<file path="src/rtl/instr_fetch_if.sv">
// Instruction-memory read port, decode handshake and redirect/fault signals of instr_fetch.
// master = fetch sequencer side, slave = memory/decode/branch side.
interface instr_fetch_if #(
    parameter int ADDR_WIDTH = 8
);
    logic                  rd_en;
    logic [ADDR_WIDTH-1:0] rd_addr;
    logic [7:0]            mem_dout;
    logic [31:0]           instr;
    logic [ADDR_WIDTH-1:0] instr_addr;
    logic                  instr_valid;
    logic                  instr_ready;
    logic                  redirect_en;
    logic [ADDR_WIDTH-1:0] redirect_addr;
    logic                  fetch_fault;

    modport master (
        output rd_en, rd_addr, instr, instr_addr, instr_valid, fetch_fault,
        input  mem_dout, instr_ready, redirect_en, redirect_addr
    );

    modport slave (
        input  rd_en, rd_addr, instr, instr_addr, instr_valid, fetch_fault,
        output mem_dout, instr_ready, redirect_en, redirect_addr
    );
endinterface

</file>
<file path="src/rtl/instr_fetch.sv">
// Byte-serial fetch: four 1-byte reads from a sync-read memory assembled into a little-endian word.
// Optional macro INSTR_FETCH_MISALIGN_TRAP_EN turns misaligned redirects into a sticky fault.
module instr_fetch #(
    parameter int                    ADDR_WIDTH   = 8,
    parameter logic [ADDR_WIDTH-1:0] RESET_VECTOR = '0
) (
    input logic           PC,
    input logic           rst,
    instr_fetch_if.master bus
);
    typedef enum logic [1:0] {IDLE, FETCH, VALID, FAULT} state_t;

    function automatic logic [ADDR_WIDTH-1:0] align4(input logic [ADDR_WIDTH-1:0] a);
        return {a[ADDR_WIDTH-1:2], 2'b00};
    endfunction

    localparam logic [ADDR_WIDTH-1:0] PC_INIT = align4(RESET_VECTOR);

    state_t                state;
    logic [2:0]            k;
    logic [2:0]            k_inc;
    logic [ADDR_WIDTH-1:0] fetch_pc;
    logic [ADDR_WIDTH-1:0] redirect_target;
    logic                  rd_en_q;
    logic [ADDR_WIDTH-1:0] rd_addr_q;
    logic [31:0]           instr_q;
    logic [ADDR_WIDTH-1:0] instr_addr_q;
    logic                  valid_q;
`ifdef INSTR_FETCH_MISALIGN_TRAP_EN
    logic                  fault_q;
`endif

    assign k_inc           = k + 3'd1;
    assign redirect_target = align4(bus.redirect_addr);

    always_ff @(posedge PC or posedge rst) begin
        if (rst) begin
            state        <= IDLE;
            k            <= '0;
            fetch_pc     <= PC_INIT;
            rd_en_q      <= 1'b0;
            rd_addr_q    <= PC_INIT;
            instr_q      <= '0;
            instr_addr_q <= PC_INIT;
            valid_q      <= 1'b0;
`ifdef INSTR_FETCH_MISALIGN_TRAP_EN
            fault_q      <= 1'b0;
`endif
        end else if (bus.redirect_en && state != FAULT) begin
            // Redirect beats the handshake: the presented word counts as consumed.
`ifdef INSTR_FETCH_MISALIGN_TRAP_EN
            if (bus.redirect_addr[1:0] != 2'b00) begin
                state   <= FAULT;
                k       <= '0;
                rd_en_q <= 1'b0;
                valid_q <= 1'b0;
                fault_q <= 1'b1;
            end else
`endif
            begin
                state     <= FETCH;
                k         <= '0;
                fetch_pc  <= redirect_target;
                rd_en_q   <= 1'b1;
                rd_addr_q <= redirect_target;
                valid_q   <= 1'b0;
            end
        end else begin
            case (state)
                IDLE: begin
                    state     <= FETCH;
                    k         <= '0;
                    rd_en_q   <= 1'b1;
                    rd_addr_q <= fetch_pc;
                end
                FETCH: begin
                    // Data for the read issued in cycle k-1 arrives during cycle k.
                    case (k)
                        3'd1:    instr_q[7:0]   <= bus.mem_dout;
                        3'd2:    instr_q[15:8]  <= bus.mem_dout;
                        3'd3:    instr_q[23:16] <= bus.mem_dout;
                        3'd4:    instr_q[31:24] <= bus.mem_dout;
                        default: ;
                    endcase
                    if (k == 3'd4) begin
                        state        <= VALID;
                        k            <= '0;
                        valid_q      <= 1'b1;
                        instr_addr_q <= fetch_pc;
                    end else begin
                        k <= k_inc;
                    end
                    if (k < 3'd3) begin
                        rd_en_q   <= 1'b1;
                        rd_addr_q <= fetch_pc + ADDR_WIDTH'(k_inc);
                    end else begin
                        rd_en_q <= 1'b0;
                    end
                end
                VALID: begin
                    if (bus.instr_ready) begin
                        state     <= FETCH;
                        k         <= '0;
                        fetch_pc  <= fetch_pc + ADDR_WIDTH'(4);
                        rd_en_q   <= 1'b1;
                        rd_addr_q <= fetch_pc + ADDR_WIDTH'(4);
                        valid_q   <= 1'b0;
                    end
                end
                default: ;
            endcase
        end
    end

    assign bus.rd_en       = rd_en_q;
    assign bus.rd_addr     = rd_addr_q;
    assign bus.instr       = instr_q;
    assign bus.instr_addr  = instr_addr_q;
    assign bus.instr_valid = valid_q;
`ifdef INSTR_FETCH_MISALIGN_TRAP_EN
    assign bus.fetch_fault = fault_q;
`else
    assign bus.fetch_fault = 1'b0;
`endif
endmodule

</file>
<file path="src/flat_wrapper.sv">
// flat-port wrapper written by rule: the top's interface ports become plain ports
module instr_fetch_flat 
#(
    parameter int                    ADDR_WIDTH   = 8,
    parameter logic [ADDR_WIDTH-1:0] RESET_VECTOR = '0
)
  (PC, rst, bus_rd_en, bus_rd_addr, bus_instr, bus_instr_addr, bus_instr_valid, bus_fetch_fault, bus_mem_dout, bus_instr_ready, bus_redirect_en, bus_redirect_addr);
  instr_fetch_if #(.ADDR_WIDTH(ADDR_WIDTH)) bus_i ();
  input logic PC;
  input logic rst;
  output wire logic [$bits(bus_i.rd_en)-1:0] bus_rd_en;
  output wire logic [$bits(bus_i.rd_addr)-1:0] bus_rd_addr;
  output wire logic [$bits(bus_i.instr)-1:0] bus_instr;
  output wire logic [$bits(bus_i.instr_addr)-1:0] bus_instr_addr;
  output wire logic [$bits(bus_i.instr_valid)-1:0] bus_instr_valid;
  output wire logic [$bits(bus_i.fetch_fault)-1:0] bus_fetch_fault;
  input wire logic [$bits(bus_i.mem_dout)-1:0] bus_mem_dout;
  input wire logic [$bits(bus_i.instr_ready)-1:0] bus_instr_ready;
  input wire logic [$bits(bus_i.redirect_en)-1:0] bus_redirect_en;
  input wire logic [$bits(bus_i.redirect_addr)-1:0] bus_redirect_addr;
  assign bus_rd_en = bus_i.rd_en;
  assign bus_rd_addr = bus_i.rd_addr;
  assign bus_instr = bus_i.instr;
  assign bus_instr_addr = bus_i.instr_addr;
  assign bus_instr_valid = bus_i.instr_valid;
  assign bus_fetch_fault = bus_i.fetch_fault;
  assign bus_i.mem_dout = bus_mem_dout;
  assign bus_i.instr_ready = bus_instr_ready;
  assign bus_i.redirect_en = bus_redirect_en;
  assign bus_i.redirect_addr = bus_redirect_addr;
  instr_fetch #(.ADDR_WIDTH(ADDR_WIDTH), .RESET_VECTOR(RESET_VECTOR)) u_core (.PC(PC), .rst(rst), .bus(bus_i));
endmodule
</file>
<file path="config.mk">
export PLATFORM = sky130hd
export DESIGN_NAME = instr_fetch_flat
export DESIGN_NICKNAME = d
export VERILOG_FILES = /design/src/rtl/instr_fetch_if.sv /design/src/rtl/instr_fetch.sv /design/src/flat_wrapper.sv
export SDC_FILE = /design/constraint.sdc
export NUM_CORES = 1
export LEC_CHECK = 0
export CAP_MARGIN = 10
export CORE_ASPECT_RATIO = 2
export CORE_MARGIN = 10
export CORE_UTILIZATION = 49
export CTS_BUF_LIST = sky130_fd_sc_hd__clkbuf_16
export DETAILED_ROUTE_END_ITERATION = 8
export PLACE_DENSITY = 0.79
export SYNTH_ARGS = -nofsm -noshare
export SYNTH_HDL_FRONTEND = slang
export SYNTH_SLANG_ARGS = --single-unit
</file>
<file path="constraint.sdc">
create_clock -name PC -period 2.6 [get_ports PC]
set_input_delay 0.39 -clock PC [delete_from_list [all_inputs] [get_ports PC]]
set_output_delay 0.39 -clock PC [all_outputs]
set_load 0.05 [all_outputs]
</file>
# Word level (Yosys, flattened, before mapping)
# Index checks and enable logic that the tools add are counted.
[totals]
reg_bits = 63
inputBits = 20
[op_classes]
add_sub_neg = 3
order_cmp = 1
eq_ne = 10
muxes = 22
bitwise = 1
n_reduce_logical = 15
[op_table]
columns = ["op", "count"]
rows = [
  ["2-to-1 mux 8 bit", 5],
  ["case mux 8 bit (3 select lines)", 1],
  ["AND reduction 3 bit", 7],
  ["2-to-1 mux 3 bit", 3],
  ["case mux 3 bit (3 select lines)", 1],
  ["adder 8 x 3 -> 8 bit", 1],
  ["adder 8 x 3 -> 8 bit, second input constant", 1],
  ["== test 3 x 2 -> 1 bit, second input constant", 2],
  ["2-to-1 mux 1 bit", 6],
  ["2-to-1 mux 2 bit", 3],
  ["!= test 3 x 1 -> 1 bit, second input constant", 2],
  ["case mux 2 bit (3 select lines)", 1],
  ["AND reduction 2 bit", 2],
  ["nonzero test 2 bit", 2],
  ["nonzero test 4 bit", 1],
  ["adder 3 x 1 -> 3 bit, second input constant", 1],
  ["== test 3 x 1 -> 1 bit, second input constant", 1],
  ["== test 3 bit, second input constant", 1],
  ["< comparator 3 x 2 -> 1 bit, second input constant", 1],
  ["!= test 3 x 2 -> 1 bit, second input constant", 1],
  ["case mux 1 bit (3 select lines)", 1],
  ["nonzero test 3 bit", 1],
  ["== test 2 x 1 -> 1 bit, second input constant", 1],
  ["== test 2 bit, second input constant", 1],
  ["other kinds (5)", 5],
]

# Longest topological paths before layout
[depth]
depth_word = 5
depth_mapped = 9

# Worst setup path before layout
# Ideal clock, no wire load.
[synth_timing]
path_kind = "register to register"
from = "register u_core.k[0]"
to = "register u_core.rd_addr_q[6] (netlist: u_core.bus.rd_addr[6])"
setup_ns = 0.094
arrival_ns = 1.997
setup_slack_ns = 0.510
path_stages_with_launch = 8
n_path_buf = 0
cell_sequence = "dfrtp_1 > ha_1 > xor2_1 > ha_1 > a21oi_1 > or4_1 > a32o_1 > a221oi_2"
[synth_via]
elab_chain_len = 5
word_cells_on_any_way = 8
cone_classes = "add/sub: 2; order compare: 1; eq/ne: 1; mux: 3; reduce/logical: 1"
[synth_lines]
columns = ["element", "line", "source"]
rows = [
  ["start: declaration", "instr_fetch.sv:20", "logic [2:0] k;"],
  ["start signal: assignment", "instr_fetch.sv:91", "k <= k_inc;"],
  ["adder 3 x 1 -> 3 bit", "instr_fetch.sv:33", "assign k_inc = k + 3'd1;"],
  ["adder 8 x 3 -> 8 bit", "instr_fetch.sv:95", "rd_addr_q <= fetch_pc + ADDR_WIDTH'(k_inc);"],
  ["2-to-1 mux 8 bit", "instr_fetch.sv:93", "if (k < 3'd3) begin"],
  ["case mux 8 bit (3 select lines)", "instr_fetch.sv:69", "case (state)"],
  ["2-to-1 mux 8 bit", "instr_fetch.sv:49", "end else if (bus.redirect_en && state != FAULT) begin"],
  ["end signal: assignment", "instr_fetch.sv:74", "rd_addr_q <= fetch_pc;"],
  ["end signal: assignment", "instr_fetch.sv:95", ""],
  ["end signal: assignment", "instr_fetch.sv:106", "rd_addr_q <= fetch_pc + ADDR_WIDTH'(4);"],
  ["end: declaration", "instr_fetch.sv:25", "logic [ADDR_WIDTH-1:0] rd_addr_q;"],
]
# Several ways; a longest one is shown, not always the timed one. The select of a mux whose other input is x is not followed.
# A chain may end at the register's enable or synchronous reset.

# Worst setup path after layout
# Ends and elaborated chain as after synthesis.

==> flow_summary.ini <==
[job]
cap_viol_max_count = 0

[sta]
setup-violations-final = 0
whs_ns = 0.462
achievable-frequency_mhz = 431
max_slew.worst_pin.slew_ns = 0.587
slew_headroom_pct = 60.8
ratio_of_final_minimum_period_to_clock_period_pct = 89.3
skew_ns = 0.00420
timing_max_transition_violations_final = 0
final-hold-violation-count = 0
rsz0062_at_grt = no
tns_ns = 0
final_worst_path_period_need_ns = 2.32

[setup_path]
required_time_of_the_worst_setup_path_ns = 2.83
setup.worst_path.start_class = register
cpPeakStageDelay_ns = 0.49
reg2reg_to = u_core.bus.rd_addr[6]$_DFFE_PP0P_
crit_arrival_ns = 2.55
worst_setup_path_end_kind = register
critPathSlowestCell = or4_1
timing.reg2reg.setup_slack_ns = 0.28
timing.rr.start = u_core.k[0]$_DFFE_PP0P_
worstPathCellList = ha_1 > xor2_1 > ha_1 > a21oi_1 > or4_1 > a32o_1 > a221oi_2
timing.setup.critical_path_class = register to register
path_common_cell = ha_1
path_max_fanout = 7
worstRegToRegCells = 7

[run_status]
run_status = complete, no violations

[grt]
grt_use_total_pct = 15.0
grt_max_degree = 33
number_of_antenna_violations_at_the_first_check_in_global_routing = 0
grt_pass1_wl_um = 11000
via_count_of_the_first_global_routing_pass = 2254
grt-ovfl-total = 0

[hold_path]
min-delay-path-class = input port to asynchronous set/reset pin

[detailed_routing]
vias_per_cell = 5.51
detailroute.via_count = 2090
route.detailed.drc = 0
firstDrtPassIters = 4
remaining_antenna_violation_count = 0
first_iter_violations = 75
finalWirelength_um = 6870
wire_per_inst_um = 18.1

[place]
buffer_ports.inserted = 65
post_dp_cell_area_um2 = 3590
dp.final_hpwl_um = 5240
last_weighted_congestion_value_of_the_routability_driven_placer = 0.840

[cells_and_area]
syn_to_final_growth_pct = 34.6
antenna_cells_inserted = 0
utilization_after_layout_pct = 67.9
post_route_cells_drive_above_1_share_pct = 21.4
final_area_um2 = 3880
nets = 343

[power]
power_leakage_uw = 0.00176
cellPowerDensity_nw_per_um2 = 1550
vdd_drop_max_uv = 1100

[floorplanning]
die_h_um = 128
floorplan.die_area_um2 = 9530
die_w_um = 74.2
initial_utilization_pct = 50.4
floorplan.io_pins = 71
placeableCoreArea_um2 = 5710
fp-row-count = 39

[synth]
synth-main-ff-cell = dfrtp_1
synthesis.area_per_instance_um2 = 12.0
postSynth.asyncResetShare_pct = 100
post_synthesis_instance_total = 240
synth.ff_latch_count = 59
ys_types = 51
synth_sequential_area_ratio_pct = 51.3
synth-edff-count = 0
synthesis.yosys.warnings = 0
synth.cell_area_um2 = 2880

[clock_network]
clkLatencyLatePin_ns = 0.32
htree_num_levels = 3
clock-sinks = 59
clock_tree_buffer_depth = 2
cts_made_buffers = 9
cts_hold_repair.buffers = 0
cts_tree = built
clock_pin_slew_on_the_worst_setup_and_hold_paths_ns = 0.05
post_cts_buffers = 0
ctsResizeCount = 0
ctsRootBufferMaster = clkbuf_16
[critical path, delay by kind of cell (launching register included)]
| kind | cells | cell delay (ns) |
|---|---|---|
| AND/OR/NAND/NOR | 1 | 0.49 |
| adder cells (fa/ha/maj) | 2 | 0.55 |
| XOR/XNOR | 1 | 0.19 |
| flip-flops | 1 | 0.44 |
| AO/OA/AOI/OAI | 3 | 0.57 |
[cell type report]
| cell class | count | area [um^2] |
|---|---|---|
| inverter | 10 | 37.5 |
| clock inverter | 7 | 58.8 |
| multi-input combinational | 160 | 1280 |
| fill | 432 | 1830 |
| clock buffer | 9 | 225 |
| timing repair buffer | 73 | 723 |
| sequential | 59 | 1480 |
| tap | 61 | 76.3 |
[flip-flops by register name, summed over array words and instances (netlist names)]
| register | cells |
|---|---|
| u_core.bus.rd_addr | 8 |
| u_core.state | 2 |
| u_core.bus.instr_addr | 6 |
| u_core.fetch_pc | 6 |
| u_core.bus.instr | 32 |
| u_core.bus.instr_valid | 1 |
| u_core.bus.rd_en | 1 |
| u_core.k | 3 |
[report_power, final]
group | switching, uW | internal [uW] | total (uW)
combinational | 2040 | 1220 | 3260
clock | 377 | 725 | 1100
sequential | 300 | 1330 | 1630
[cell usage after synthesis, types with 4 or more instances]
library cell	n	area (um^2)
a21oi_1	11	55.1
buf_6	4	45.0
clkbuf_1	4	15.0
dfrtp_1	59	1480
ha_1	10	125
inv_1	9	33.8
mux2_2	29	327
mux2_4	8	120
nand2_1	14	52.6
nand3_1	6	30.0
nor2_1	8	30.0
nor2b_1	4	25.0
nor3_1	5	25.0
o21ai_0	10	50.1
xor2_1	4	35.0
[worst max path at each step]
| stage | from | to | slack, ns |
|---|---|---|---|
| after floorplan | u_core.k[0]$_DFFE_PP0P_ | u_core.bus.rd_addr[6]$_DFFE_PP0P_ | 0.51 |
| after global placement | u_core.k[0]$_DFFE_PP0P_ | u_core.bus.rd_addr[6]$_DFFE_PP0P_ | 0.30 |
| after detailed placement | u_core.k[0]$_DFFE_PP0P_ | u_core.bus.rd_addr[6]$_DFFE_PP0P_ | 0.30 |
| after CTS | u_core.k[0]$_DFFE_PP0P_ | u_core.bus.rd_addr[6]$_DFFE_PP0P_ | 0.27 |
| after global routing | u_core.k[0]$_DFFE_PP0P_ | u_core.bus.rd_addr[6]$_DFFE_PP0P_ | 0.06 |
| final | u_core.k[0]$_DFFE_PP0P_ | u_core.bus.rd_addr[6]$_DFFE_PP0P_ | 0.28 |
[placed cells by master, fill, tap and decap left out, types with 2 or more instances in the layout]
master,Yosys,final
a21o_1,3,3
a21oi_1,11,11
a221o_1,2,2
a221oi_1,2,2
a22o_1,2,2
a41oi_1,2,2
and3b_1,2,2
buf_4,3,7
clkbuf_16,0,9
clkdlybuf4s50_1,0,65
clkinv_1,0,3
clkinv_2,0,2
conb_1,1,4
dfrtp_1,59,59
ha_1,10,10
inv_1,9,8
inv_2,1,2
mux2_2,29,29
mux2_4,8,8
nand2_1,14,14
nand2_2,3,3
nand2b_1,2,2
nand3_1,6,6
nor2_1,8,8
nor2b_1,4,4
nor3_1,5,5
o21ai_0,10,10
o31ai_1,2,2
o41ai_1,2,2
or2_2,2,2
xnor2_1,3,3
xor2_1,4,4
[per-stage QoR]
stage / cells / setup slack (ns) / power [uW]
finish: 379 / 0.277 / 5990
global route: 379 / 0.0567 / 6310
floorplan: 243 / 0.510 / 3900
global placement: 363 / 0.296 / 4850
CTS: 379 / 0.268 / 6050
detailed placement: 363 / 0.296 / 4920
[per-layer routing]
layer	share of wire, %	vias to the layer above	routed length, um	track usage [%]
met4	2.9	0	200	8.71
met1	35	1011	2420	14.3
li1	-	1000	-	-
met2	55	63	3770	26.8
met5	0	-	0	0
met3	7.0	16	480	4.54
[kinds of logic after synthesis]
kind of cell | count (synthesis) | synth area share, %
buffers and inverters | 24 | 4.69
other | 1 | 0.130
DFF | 59 | 51.3
adders and majority gates | 10 | 4.35
and+or+nand+nor | 55 | 10.1
AOI/OAI and AO/OA | 46 | 11.4
xor gates and xnor gates | 7 | 2.13
muxes | 38 | 15.9
No activity file was read; power rests on OpenSTA's default activity.
